## src/rtl/instruction_fetch_unit_if.sv

```systemverilog
// Fetch unit bus bundle: instruction-memory request/response and decode handshake.
// master = fetch unit side, slave = memory/decode side.
interface instruction_fetch_unit_if;
  logic [31:0] Address;
  logic        MemReq;
  logic [31:0] Instruction;
  logic        MemAck;
  logic        IfValid;
  logic        IfReady;
  logic [31:0] IfInstr;
  logic [31:0] IfPC;
  logic [31:0] IfPCPlus4;

  modport master (
    output Address, MemReq,
    input  Instruction, MemAck,
    output IfValid, IfInstr, IfPC, IfPCPlus4,
    input  IfReady
  );

  modport slave (
    input  Address, MemReq,
    output Instruction, MemAck,
    input  IfValid, IfInstr, IfPC, IfPCPlus4,
    output IfReady
  );
endinterface

```

## src/rtl/instruction_fetch_unit.sv

```systemverilog
// Instruction fetch: owns PC, one outstanding memory request, 2-entry {PC,instr} buffer.
// IFU_ALIGN_CHECK_EN: misaligned redirect raises sticky Fault and halts fetch.
module instruction_fetch_unit #(
  parameter logic [31:0] RESET_PC  = 32'h0000_0000,
  parameter int          BUF_DEPTH = 2
) (
  input  logic                      Clk,
  input  logic                      Reset_n,
  instruction_fetch_unit_if.master  bus,
  input  logic                      Redirect,
  input  logic [31:0]               RedirectPC,
  output logic                      Fault
);

  localparam logic [1:0] DEPTH = 2'(BUF_DEPTH);

  typedef enum logic [1:0] {
    S_FETCH,
    S_DISCARD,
    S_HALT
  } state_t;

  state_t      r_state;
  state_t      w_state_nxt;
  logic        r_run;
  logic [31:0] r_pc;
  logic [31:0] r_old_addr;
  logic [1:0]  r_count;
  logic        r_rd;
  logic [31:0] r_ent_pc  [2];
  logic [31:0] r_ent_ins [2];

  logic        w_req;
  logic        w_ack;
  logic        w_push;
  logic        w_pop;
  logic        w_flush;
  logic        w_bad;
  logic        w_wp;
  logic [31:0] w_rpc;
  logic [31:0] w_pc_nxt;
  logic [31:0] w_old_nxt;

`ifdef IFU_ALIGN_CHECK_EN
  assign w_rpc = RedirectPC;
  assign w_bad = Redirect && (RedirectPC[1:0] != 2'b00);
  assign Fault = (r_state == S_HALT);
`else
  assign w_rpc = RedirectPC & ~32'h3;
  assign w_bad = 1'b0;
  assign Fault = 1'b0;
`endif

  // Request is a function of registered state only; held until acked.
  assign w_req = r_run
               && ((r_state == S_FETCH && r_count < DEPTH)
                || r_state == S_DISCARD);
  assign w_ack = w_req && bus.MemAck;
  assign w_pop = bus.IfValid && bus.IfReady && !w_flush;
  assign w_wp  = r_rd ^ r_count[0];

  assign bus.MemReq    = w_req;
  assign bus.Address   = (r_state == S_DISCARD) ? r_old_addr : r_pc;
  assign bus.IfValid   = (r_count != 2'd0);
  assign bus.IfPC      = r_ent_pc[r_rd];
  assign bus.IfInstr   = r_ent_ins[r_rd];
  assign bus.IfPCPlus4 = r_ent_pc[r_rd] + 32'd4;

  // Next state, PC and buffer push/flush decisions.
  always_comb begin
    w_state_nxt = r_state;
    w_pc_nxt    = r_pc;
    w_old_nxt   = r_old_addr;
    w_push      = 1'b0;
    w_flush     = 1'b0;
    unique case (r_state)
      S_FETCH: begin
        if (w_bad) begin
          w_flush     = 1'b1;
          w_state_nxt = S_HALT;
        end else if (Redirect) begin
          w_flush  = 1'b1;
          w_pc_nxt = w_rpc;
          if (w_req && !bus.MemAck) begin
            w_old_nxt   = r_pc;
            w_state_nxt = S_DISCARD;
          end
        end else if (w_ack) begin
          w_push   = 1'b1;
          w_pc_nxt = r_pc + 32'd4;
        end
      end
      S_DISCARD: begin
        if (w_bad) begin
          w_flush     = 1'b1;
          w_state_nxt = S_HALT;
        end else begin
          if (Redirect) begin
            w_flush  = 1'b1;
            w_pc_nxt = w_rpc;
          end
          if (w_ack) w_state_nxt = S_FETCH;
        end
      end
      default: begin
      end
    endcase
  end

  // State, PC and buffer registers.
  always_ff @(posedge Clk) begin
    if (!Reset_n) begin
      r_state    <= S_FETCH;
      r_run      <= 1'b0;
      r_pc       <= RESET_PC;
      r_old_addr <= RESET_PC;
      r_count    <= 2'd0;
      r_rd       <= 1'b0;
      for (int i = 0; i < 2; i++) begin
        r_ent_pc[i]  <= '0;
        r_ent_ins[i] <= '0;
      end
    end else begin
      r_state    <= w_state_nxt;
      r_run      <= 1'b1;
      r_pc       <= w_pc_nxt;
      r_old_addr <= w_old_nxt;
      if (w_flush)
        r_count <= 2'd0;
      else if (w_push && !w_pop)
        r_count <= r_count + 2'd1;
      else if (!w_push && w_pop)
        r_count <= r_count - 2'd1;
      if (w_pop) r_rd <= ~r_rd;
      if (w_push) begin
        r_ent_pc[w_wp]  <= r_pc;
        r_ent_ins[w_wp] <= bus.Instruction;
      end
    end
  end

endmodule

```

## src/flat_wrapper.sv

```systemverilog
// flat-port wrapper written by rule: the top's interface ports become plain ports
module instruction_fetch_unit_flat 
#(
  parameter logic [31:0] RESET_PC  = 32'h0000_0000,
  parameter int          BUF_DEPTH = 2
)
  (Clk, Reset_n, Redirect, RedirectPC, Fault, bus_Address, bus_MemReq, bus_Instruction, bus_MemAck, bus_IfValid, bus_IfInstr, bus_IfPC, bus_IfPCPlus4, bus_IfReady);
  instruction_fetch_unit_if bus_i ();
  input  logic Clk;
  input  logic Reset_n;
  input  logic Redirect;
  input  logic [31:0] RedirectPC;
  output logic Fault;
  output wire logic [$bits(bus_i.Address)-1:0] bus_Address;
  output wire logic [$bits(bus_i.MemReq)-1:0] bus_MemReq;
  input wire logic [$bits(bus_i.Instruction)-1:0] bus_Instruction;
  input wire logic [$bits(bus_i.MemAck)-1:0] bus_MemAck;
  output wire logic [$bits(bus_i.IfValid)-1:0] bus_IfValid;
  output wire logic [$bits(bus_i.IfInstr)-1:0] bus_IfInstr;
  output wire logic [$bits(bus_i.IfPC)-1:0] bus_IfPC;
  output wire logic [$bits(bus_i.IfPCPlus4)-1:0] bus_IfPCPlus4;
  input wire logic [$bits(bus_i.IfReady)-1:0] bus_IfReady;
  assign bus_Address = bus_i.Address;
  assign bus_MemReq = bus_i.MemReq;
  assign bus_i.Instruction = bus_Instruction;
  assign bus_i.MemAck = bus_MemAck;
  assign bus_IfValid = bus_i.IfValid;
  assign bus_IfInstr = bus_i.IfInstr;
  assign bus_IfPC = bus_i.IfPC;
  assign bus_IfPCPlus4 = bus_i.IfPCPlus4;
  assign bus_i.IfReady = bus_IfReady;
  instruction_fetch_unit #(.RESET_PC(RESET_PC), .BUF_DEPTH(BUF_DEPTH)) u_core (.Clk(Clk), .Reset_n(Reset_n), .bus(bus_i), .Redirect(Redirect), .RedirectPC(RedirectPC), .Fault(Fault));
endmodule
```

## config.mk

```make
export PLATFORM = sky130hd
export DESIGN_NAME = instruction_fetch_unit_flat
export DESIGN_NICKNAME = d
export VERILOG_FILES = /design/src/rtl/instruction_fetch_unit_if.sv /design/src/rtl/instruction_fetch_unit.sv /design/src/flat_wrapper.sv
export SDC_FILE = /design/constraint.sdc
export NUM_CORES = 1
export LEC_CHECK = 0
export ABC_AREA = 1
export BUFFER_PORTS_ARGS = -buffer_cell sky130_fd_sc_hd__buf_2
export CORE_UTILIZATION = 45
export CTS_BUF_LIST = sky130_fd_sc_hd__clkbuf_2 sky130_fd_sc_hd__clkbuf_4 sky130_fd_sc_hd__clkbuf_8
export CTS_CLUSTER_SIZE = 14
export DETAILED_ROUTE_END_ITERATION = 6
export PLACE_DENSITY_LB_ADDON = 0.25
export REMOVE_ABC_BUFFERS = 1
export SYNTH_ARGS = -nofsm -noshare
export SYNTH_HDL_FRONTEND = slang
export SYNTH_SLANG_ARGS = --single-unit
export TNS_END_PERCENT = 1
```

## constraint.sdc

```tcl
create_clock -name Clk -period 3.1 [get_ports Clk]
set_clock_uncertainty 0.15 [all_clocks]
set_input_delay 0.155 -clock Clk [delete_from_list [all_inputs] [get_ports Clk]]
set_output_delay 0.155 -clock Clk [all_outputs]
set_load 0.05 [all_outputs]
```

# Yosys cells after proc, flatten, opt, wreduce, memory -nomap -nowiden
# Memories as Yosys holds them, arrays and structs flattened. A register that Yosys moved wholly into a read port is not among the register bits.
# Index checks and enable logic that the tools add are counted.
# Widths: inputs -> output; s select.
# op_classes
n_addsub,4
mul,0
n_div,0
order_cmp,1
n_eq_ne,6
shifts,0
n_mux,31
n_bitwise,3
n_reduce_logical,24
# op_table
cell,count
$mux 32,6
$add 32x3->32 const B,2
$pmux 32 s2,1
$reduce_or 32->1,2
$mux 1,18
$mux 2,5
$logic_and 1x1->1,8
$ne 2x2->1 const B,3
$reduce_and 3->1,2
$reduce_bool 2->1,3
$logic_not 1->1,4
$pmux 2 s2,1
$reduce_and 4->1,1
$reduce_or 2->1,2
$ne 3x2->1 const B,1
$add 2x1->2 const B,1
$eq 2x1->1 const B,1
$logic_not 2->1,1
$lt 2x2->1 const B,1
$ne 2x1->1 const B,1
$not 1->1,2
$sub 2x1->2 const B,1
$logic_or 1x1->1,1
$xor 1x1->1,1
# totals
regBits,70
latch_bits,0
ramBits,128
romBits,0
in_bits,69
out_inout_bits,131
elab_cells,77
memories,2
# memory_table
memory,depth,word_bits,read_ports,rd_ports_with_merged_regs,write_ports,line_no,rtl
u_core.r_ent_ins,2,32,1,1,2,instruction_fetch_unit.sv:31,logic [31:0] r_ent_ins [2];
u_core.r_ent_pc,2,32,1,1,2,instruction_fetch_unit.sv:30,logic [31:0] r_ent_pc [2];

# Depth between registers and ports, before layout
# logic_depth
ltp_word,13
depth_mapped,14
ltp_nobuf,11

# Least setup slack after synthesis
# No wires, ideal clock.
# synth_timing
path_type,reg2reg
start,register u_core.r_state[0]
end,"memory u_core.r_ent_ins[1][0], enable pin"
t_arrival_ns,3.154
required_ns,2.528
slack_ns,-0.625
stages_incl_launch_ff,10
n_path_buf,3
cell_sequence,dfxtp_1 > buf_4 > inv_2 > a21boi_2 > nand3_1 > nor2_2 > nand3b_1 > buf_6 > buf_6 > nand2_1
# synth_rtl
item,line_no,rtl
"start, declared",instruction_fetch_unit.sv:23,state_t r_state;
"start signal, assigned",instruction_fetch_unit.sv:124,r_state <= w_state_nxt;
"end, declared",instruction_fetch_unit.sv:31,

==> impl_metrics.ini <==
[finish]
layout.cells.non_filler = 1753
n_antenna_cell = 0
final_layout_size_suffix_gt1_frac = 0.218
areaGrowthSynthToFinish_pct = 22.4
layout.nets = 1532
postLayoutCellArea_sq_mm = 0.0123

[global_route]
grt_use_total = 0.230
antenna_found_initial = 0
grt-ovfl-total = 0
grt_pass1_wl_mm = 39.9
grt_pass1_vias = 7895
grt_max_degree = 63

[logic_synthesis]
ys.flop_type = edfxtp_1
ys_seq_area_frac = 0.503
syn-cell-area_sq_mm = 0.0100
yosys_warnings = 0
synthCells = 1223
synth_cell_types = 45
async_flop_share = 0
syn_avg_cell_area_sq_um = 8.20
synth_edf_count = 124
ys_seq_elements = 190

[clock_tree]
clk-insertion-delay-late_ns = 0.46
path_clk_slew_ns = 0.10
cts_tree = yes
cts.sink_count = 190
clockBufferDepth = 2
numCtsBuffers = 17
cts_max_level = 4
cts_root_buffer = clkbuf_8

[route]
routed_wl_mm = 26.2
wire_per_inst_um = 14.9
routed-via-count = 8748
post-route-drc-count = 0
dr.pass1.iters = 5
drt-initial-drc-count = 576
ant_nets = 0
vias_per_cell = 4.99

[flow_run]
cap_violations = 0

[worst_setup_path]
end_kind = output pin
cp.required_ns = 2.79
cp_max_fo = 13
critical_path_class = reg2out
rr_worst_depth = 8
worstPathArrival_ns = 2.55
start_kind = register

[timing]
layout_min_cycle_time_ns = 2.85
setup_violations = 0
final_max_slew_viol_count = 0
grt_setup_unrepaired = no
hold_viol_final = 0
slew_headroom = 0.513
max_freq_ghz = 0.351
worst_pin_slew_ns = 0.731
fin_crit_sh = 0.920

[placement]
gp_congestion = 0.924
placed_area_sq_mm = 0.0111
numPortBuffers = 190
hpwl_mm = 17.7
dp.cells = 1648

[die]
die_h_um = 151
initial_core_util = 0.460
die_x_um = 151
pin_count = 200
dieArea_sq_mm = 0.0229
core_sq_mm = 0.0218
fp-row-count = 54

[outcome]
status = finished, final reports clean

[power]
p_leak_nw = 5.39
ir_worst_vdd_uv = 282
cellPowerDensity_mw_per_mm2 = 468

[min_path]
holdPathStages = 4
min_path_type = in2reg
layout by cell type (no fill, tap or decap), types with 9 or more instances in the layout:
| master | Yosys | routed |
|---|---|---|
| nor2_2 | 15 | 17 |
| buf_2 | 13 | 190 |
| xor2_1 | 23 | 23 |
| edfxtp_1 | 124 | 124 |
| clkbuf_8 | 0 | 17 |
| nor2_1 | 226 | 224 |
| inv_1 | 150 | 150 |
| dfxtp_1 | 66 | 64 |
| dlygate4sd3_1 | 0 | 70 |
| mux2_2 | 32 | 32 |
| buf_4 | 10 | 9 |
| nand2_1 | 237 | 235 |
| a21oi_1 | 78 | 78 |
| o21ai_2 | 10 | 12 |
| o21ai_1 | 12 | 10 |
| o21ai_0 | 90 | 90 |
| nand3_1 | 50 | 50 |
Yosys cell counts, types with 2 or more instances:
cell      number  area share
nand2_1      237       0.089
nor2_1       226       0.085
inv_1        150       0.056
edfxtp_1     124        0.37
o21ai_0       90       0.045
a21oi_1       78       0.039
dfxtp_1       66        0.13
nand3_1       50       0.025
mux2_2        32       0.036
xor2_1        23       0.020
clkbuf_1      22      0.0082
nor2_2        15      0.0094
buf_2         13      0.0065
o21ai_1       12      0.0060
buf_6         11       0.012
buf_4         10      0.0075
o21ai_2       10      0.0087
nand4_1        6      0.0037
nand2_2        5      0.0031
buf_1          4      0.0015
o211ai_1       4      0.0030
xnor2_1        4      0.0035
ha_1           3      0.0037
inv_2          3      0.0011
a211oi_1       2      0.0015
nor3_2         2      0.0020
nor3_4         2      0.0032
nor3b_1        2      0.0015
report_power, final:
group,internal (mW),switching [mW]
logic,0.317,0.879
clock network,0.681,0.976
registers,2.82,0.0728
total,3.81,1.93
critical path: stages (launching register included):
cell and delay [ns]:
dfxtp_4 0.49, nand2_1 0.07, o21ai_1 0.17, ha_2 0.33, nand2_4 0.08, nor2_2 0.17
nor3b_4 0.30, nand3_1 0.12, nand2_1 0.09, buf_2 0.26
worst paths after layout:
path                             to  slack, ns               from
setup / recovery  bus_IfPCPlus4[30]       0.25           register
hold / removal    u_core.r_count[1]       0.08           Redirect
setup reg to reg    u_core.r_pc[14]       0.44  u_core.r_state[0]
hold reg to reg     u_core.r_pc[31]       0.35    u_core.r_pc[31]
layout make-up:
class | count | area, sq um
clock inverters | 15 | 176
fillers | 2035 | 9550
repair buffers | 273 | 1810
multi-input cells | 825 | 4080
flip-flops and latches | 190 | 5050
well taps | 280 | 350
clock buffers | 17 | 234
inverters | 153 | 574
logic make-up after synthesis:
logic type                 share of synthesized area
DFF                                            0.503
AOI/OAI and AO/OA                              0.109
other                                       0.000374
and+or+nand+nor                                0.228
xor gates and xnor gates                      0.0252
muxes                                         0.0359
buffers and inverters                         0.0948
adders and majority gates                    0.00374
sequential cells by signal, summed over array words and instances (netlist names), named ones only:
register	count
u_core.r_rd	1
u_core.r_count	2
u_core.r_run	1
u_core.r_pc	30
u_core.r_old_addr	30
u_core.r_ent_ins	64
u_core.r_state	1
u_core.r_ent_pc	60
stage by stage:
stage / hold WS (ns) / util / worst slack (ns) / total power, mW / setup TNS, ns
2_1_floorplan: 0.0327 / - / -2.67 / 3.74 / -443.63
3_3_place_gp: 0.286 / 0.509 / 0.593 / 4.05 / 0
3_5_place_dp: 0.295 / 0.509 / 0.543 / 4.06 / 0
4_1_cts: 0.0524 / 0.560 / 0.0138 / 5.77 / 0
5_1_grt: 0.0624 / 0.563 / 0.0276 / 5.98 / 0
6_report: 0.0796 / 0.563 / 0.249 / 5.74 / 0
metal layers:
metal | GRT usage | vias to the layer above | part of all wire
met3 | 0.0364 | 38 | 0.052
met1 | 0.306 | 4028 | 0.45
met5 | 0 | - | 0
li1 | - | 4418 | -
met2 | 0.379 | 264 | 0.48
met4 | 0.0785 | 0 | 0.022
timing repair:
item | 4_1_cts | 5_1_grt
setup buffers | 0 | 2
endpoints found under the hold margin | 102 | 0
hold buffers | 70 | 0
endpoints found under the setup margin | 0 | 11
gates resized for setup | 0 | 6
Note: power is estimated with default switching activity, not from simulation.
